## src/rtl/ucsbece154b_perf_counters.sv

```systemverilog
// Performance-monitor block: free-running cycle counter plus NUM_EVENTS event counters, gated by
// an IDLE/RUN/FROZEN state machine, with snapshot shadows and a registered read port.
// Build option: define PERF_SATURATE_EN for saturating counters (default build wraps).
module ucsbece154b_perf_counters #(
  parameter int NUM_EVENTS = 5,
  parameter int CNT_WIDTH  = 32,
  parameter int SEL_W      = $clog2(NUM_EVENTS + 1)
) (
  input  logic                  clk,
  input  logic                  reset,
  input  logic                  start_i,
  input  logic                  stop_i,
  input  logic                  clear_i,
  input  logic                  snapshot_i,
  input  logic [NUM_EVENTS-1:0] event_i,
  input  logic [SEL_W-1:0]      rd_sel_i,
  output logic [CNT_WIDTH-1:0]  rd_data_o,
  output logic [NUM_EVENTS:0]   overflow_o,
  output logic                  snap_valid_o,
  output logic                  running_o
);

  localparam int NCNT = NUM_EVENTS + 1;
  localparam logic [CNT_WIDTH-1:0] CNT_ZERO = {CNT_WIDTH{1'b0}};
  localparam logic [CNT_WIDTH-1:0] CNT_ONE  = {{(CNT_WIDTH-1){1'b0}}, 1'b1};

  typedef enum logic [1:0] {
    IDLE   = 2'd0,
    RUN    = 2'd1,
    FROZEN = 2'd2
  } state_e;

  state_e               state_r;
  logic                 running_r;
  logic                 snap_valid_r;
  logic [NCNT-1:0]      ovf_r;
  logic [CNT_WIDTH-1:0] rd_data_r;
  logic [CNT_WIDTH-1:0] cnt_r     [NCNT];
  logic [CNT_WIDTH-1:0] shadow_r  [NCNT];
  logic [CNT_WIDTH-1:0] cnt_nxt_s [NCNT];
  logic [NCNT-1:0]      inc_s;
  logic [NCNT-1:0]      ovf_set_s;
  logic [CNT_WIDTH-1:0] rd_mux_s;

  // Per-counter increment, next value, overflow detection and shadow read mux.
  always_comb begin
    inc_s     = (state_r == RUN) ? {event_i, 1'b1} : {NCNT{1'b0}};
    ovf_set_s = {NCNT{1'b0}};
    rd_mux_s  = CNT_ZERO;
    for (int k = 0; k < NCNT; k++) begin
      ovf_set_s[k] = inc_s[k] & (&cnt_r[k]);
`ifdef PERF_SATURATE_EN
      cnt_nxt_s[k] = (inc_s[k] && !ovf_set_s[k]) ? (cnt_r[k] + CNT_ONE) : cnt_r[k];
`else
      cnt_nxt_s[k] = inc_s[k] ? (cnt_r[k] + CNT_ONE) : cnt_r[k];
`endif
      // Selects beyond NUM_EVENTS match no entry and fall through to zero.
      rd_mux_s = (rd_sel_i == SEL_W'(k)) ? shadow_r[k] : rd_mux_s;
    end
  end

  // Control state machine; running_r is the registered copy of (state == RUN).
  always_ff @(posedge clk) begin
    if (reset || clear_i) begin
      state_r   <= IDLE;
      running_r <= 1'b0;
    end else begin
      case (state_r)
        IDLE: begin
          if (start_i) begin
            state_r   <= RUN;
            running_r <= 1'b1;
          end
        end
        RUN: begin
          if (stop_i) begin
            state_r   <= FROZEN;
            running_r <= 1'b0;
          end
        end
        FROZEN: begin
          if (start_i) begin
            state_r   <= RUN;
            running_r <= 1'b1;
          end
        end
        default: begin
          state_r   <= IDLE;
          running_r <= 1'b0;
        end
      endcase
    end
  end

  // Live counters, sticky overflow flags and snapshot shadows (shadows take pre-increment values).
  always_ff @(posedge clk) begin
    if (reset || clear_i) begin
      for (int k = 0; k < NCNT; k++) begin
        cnt_r[k]    <= CNT_ZERO;
        shadow_r[k] <= CNT_ZERO;
      end
      ovf_r        <= {NCNT{1'b0}};
      snap_valid_r <= 1'b0;
    end else begin
      for (int k = 0; k < NCNT; k++) begin
        cnt_r[k] <= cnt_nxt_s[k];
        if (snapshot_i) begin
          shadow_r[k] <= cnt_r[k];
        end
      end
      ovf_r <= ovf_r | ovf_set_s;
      if (snapshot_i) begin
        snap_valid_r <= 1'b1;
      end
    end
  end

  // Registered read port, one cycle behind rd_sel_i.
  always_ff @(posedge clk) begin
    if (reset || clear_i) begin
      rd_data_r <= CNT_ZERO;
    end else begin
      rd_data_r <= rd_mux_s;
    end
  end

  assign rd_data_o    = rd_data_r;
  assign overflow_o   = ovf_r;
  assign snap_valid_o = snap_valid_r;
  assign running_o    = running_r;

endmodule

```

## config.mk

```make
export PLATFORM = sky130hd
export DESIGN_NAME = ucsbece154b_perf_counters
export DESIGN_NICKNAME = d
export VERILOG_FILES = /design/src/rtl/ucsbece154b_perf_counters.sv
export SDC_FILE = /design/constraint.sdc
export NUM_CORES = 1
export LEC_CHECK = 0
export ABC_AREA = 1
export CAP_MARGIN = 0
export CORE_UTILIZATION = 29
export CTS_CLUSTER_DIAMETER = 120
export DETAILED_ROUTE_END_ITERATION = 10
export SKIP_CTS_REPAIR_TIMING = 1
export SYNTH_ARGS = -nofsm -noshare
export SYNTH_HDL_FRONTEND = slang
export SYNTH_SLANG_ARGS = --single-unit
```

## constraint.sdc

```tcl
create_clock -name clk -period 6.6 [get_ports clk]
set_clock_uncertainty 0.2 [all_clocks]
set_input_delay 1.32 -clock clk [delete_from_list [all_inputs] [get_ports clk]]
set_output_delay 1.32 -clock clk [all_outputs]
set_load 0.05 [all_outputs]
```

==> flow_summary.ini <==
[global_route]
grt_pass1_vias = 16401
gr-total-overflow = 0
grt_max_degree = 97
antenna_found_initial = 1
grt_first_pass_wirelength_um = 95000
track_usage_pct = 17.4

[yosys]
synth.distinct_cells = 36
synth_top_cell_area_share_pct = 28.1
yosys-top-cells-area = edfxtp_1 28%, dfxtp_1 23%, nand2_1 12%
yosysWarnings = 0
synth.avg_cell_area_um2 = 7.43
netlist_instances = 2761
synth_seq_cells = 426
yosysMostFrequentCell = nand2_1
synth_area_um2 = 20500
synth_top_cell_by_area = edfxtp_1
yosysSeqAreaShare_pct = 50.9
synthesis.nets = 2781
ys_async_sr_fraction_pct = 0
dominantRegCellSynth = dfxtp_1
synthTopCellsByCount = 678 x nand2_1, 593 x nor2_1, 326 x inv_1, 234 x dfxtp_1, 209 x a21oi_1
synth_edf_count = 192

[sta]
clock.fmax_mhz = 263
slew_viol_final = 0
slew_headroom_pct = 22.9
final-hold-violation-count = 0
setup_viol = 0
finalSetupTns_ns = 0
fin_crit_ns = 3.80
finalWorstSetupSlack_ns = 2.80
rsz0062_at_grt = false
finalCritPeriodShare_pct = 57.6
tightest_slew_ns = 1.16
fin_hold_ws_ns = 0.253

[floorplanning]
std_cell_rows = 97
die_h_um = 268
start_util_pct = 29.3
die_w_um = 268
core_area_um2 = 70000
ios = 54
die-area_um2 = 71800

[place]
dp_slack_ns = 2.26
gp_congestion = 0.913
io_buffers = 53
place_area_um2 = 22000
dp_hpwl_um = 46100
dp.cells = 3681

[clocking]
cts_buffers = 48
clockBufferDepth = 3
cts_tree = yes
clkTransAtPathRegs_ns = 0.06
htreeDepth = 2
cts_num_sinks = 426
clock_latency_ns = 0.60
cts-root-buf = clkbuf_16

[critical_path]
arrival_ns = 4.05
crit_required_ns = 6.85
cp-end-kind = flop
crit_path_start_kind = input pin
crit_type = in -> reg
path_max_fanout = 33

[power_and_ir_drop]
p_leak_nw = 7.37
power_mw = 5.79
power_density_nw_per_um2 = 245
ir_drop_uv = 175

[cells_and_area]
final_nets = 2811
final_cell_area_um2 = 23600
drive_above_1_share_pct = 4.77
diodes = 0
synthToLayoutAreaGrowth_pct = 15.2
utilization_pct = 33.8
stdcell_count = 3771

[routing]
highest_layer = met5
drtIter0Drc = 1512
ant_nets = 0
wl_met3_um = 4500
wl_um = 62600
met1_length_um = 28600
vias_per_cell = 4.73
vias = 17847
drc_errors = 0
wl_per_cell_um = 16.6
met2_length_um = 27100
firstDrtPassIters = 6

[status]
outcome = complete, no violations

[flow_run]
maxCapViolCount = 0

[hold_path]
min_path_type = reg -> reg
==> metal layers <==
metal | global-route usage (%) | vias to the layer above
met4 | 7.10 | 2
met2 | 26.6 | 525
li1 | - | 8969
met3 | 3.30 | 111
met1 | 23.9 | 8240
met5 | 0 | -
==> flip-flops by register name, summed over array words and instances (netlist names) <==
signal	flops
cnt_r	192
shadow_r	192
rd_data_o	32
overflow_o	6
state_r	2
running_o	1
snap_valid_o	1
==> power by group <==
part	switching [mW]	internal, mW	leakage, nW
Combinational	0.150	0.0468	2.47
Sequential	0.0384	2.79	4.13
Clock	1.17	1.59	0.766
Total	1.36	4.43	7.37
==> worst max-delay path, cell delays in order <==
cell and delay, ns:
clkdlybuf4s50_1 0.85, buf_4 0.32, inv_1 0.10, nor3_4 0.15, buf_4 0.34, inv_1 0.47, o21ai_0 0.38, a41oi_1 0.07
==> placed cells by master, fill, tap and decap left out, types with 9 or more instances in the layout <==
| cell type | instances |
|---|---|
| edfxtp_1 | 192 |
| clkinvlp_4 | 9 |
| a31oi_1 | 11 |
| dfxtp_1 | 234 |
| nor2_1 | 591 |
| nand3_1 | 134 |
| nor3_1 | 30 |
| clkbuf_16 | 49 |
| nand4_1 | 63 |
| nand2_1 | 677 |
| nor2_2 | 13 |
| xor2_1 | 13 |
| inv_1 | 325 |
| a41oi_1 | 25 |
| a21oi_1 | 209 |
| clkdlybuf4s50_1 | 53 |
| o21ai_0 | 99 |
| buf_4 | 11 |
==> cell type report <==
| type | instances | area, µm² |
|---|---|---|
| clock buffer | 55 | 1270 |
| timing repair buffer | 66 | 653 |
| multi-input combinational | 1916 | 8490 |
| clock inverter | 35 | 342 |
| tap | 940 | 1180 |
| inverter | 333 | 1250 |
| fill | 7430 | 46400 |
| sequential | 426 | 10500 |
==> cell families after synthesis <==
logic type | after synthesis | synth area share [%]
buffers and inverters | 419 | 7.80
AO/OA/AOI/OAI | 357 | 9.35
XOR/XNOR | 13 | 0.555
adder cells (fa/ha/maj) | 6 | 0.366
flip-flops | 426 | 50.9
AND/OR/NAND/NOR | 1540 | 31.0
==> path summary, 6_finish.rpt <==
check / from / end / slack (ns) / cells past startpoint
max: rd_sel_i[0] / rd_data_o[30] / 2.80 / 8
min: overflow_o[0] / overflow_o[0] / 0.25 / 2
max reg2reg: state_r[0] / cnt_r[0][54] / 3.43 / 9
min reg2reg: overflow_o[0] / overflow_o[0] / 0.25 / 2
Power figures use the tool's default switching activity.
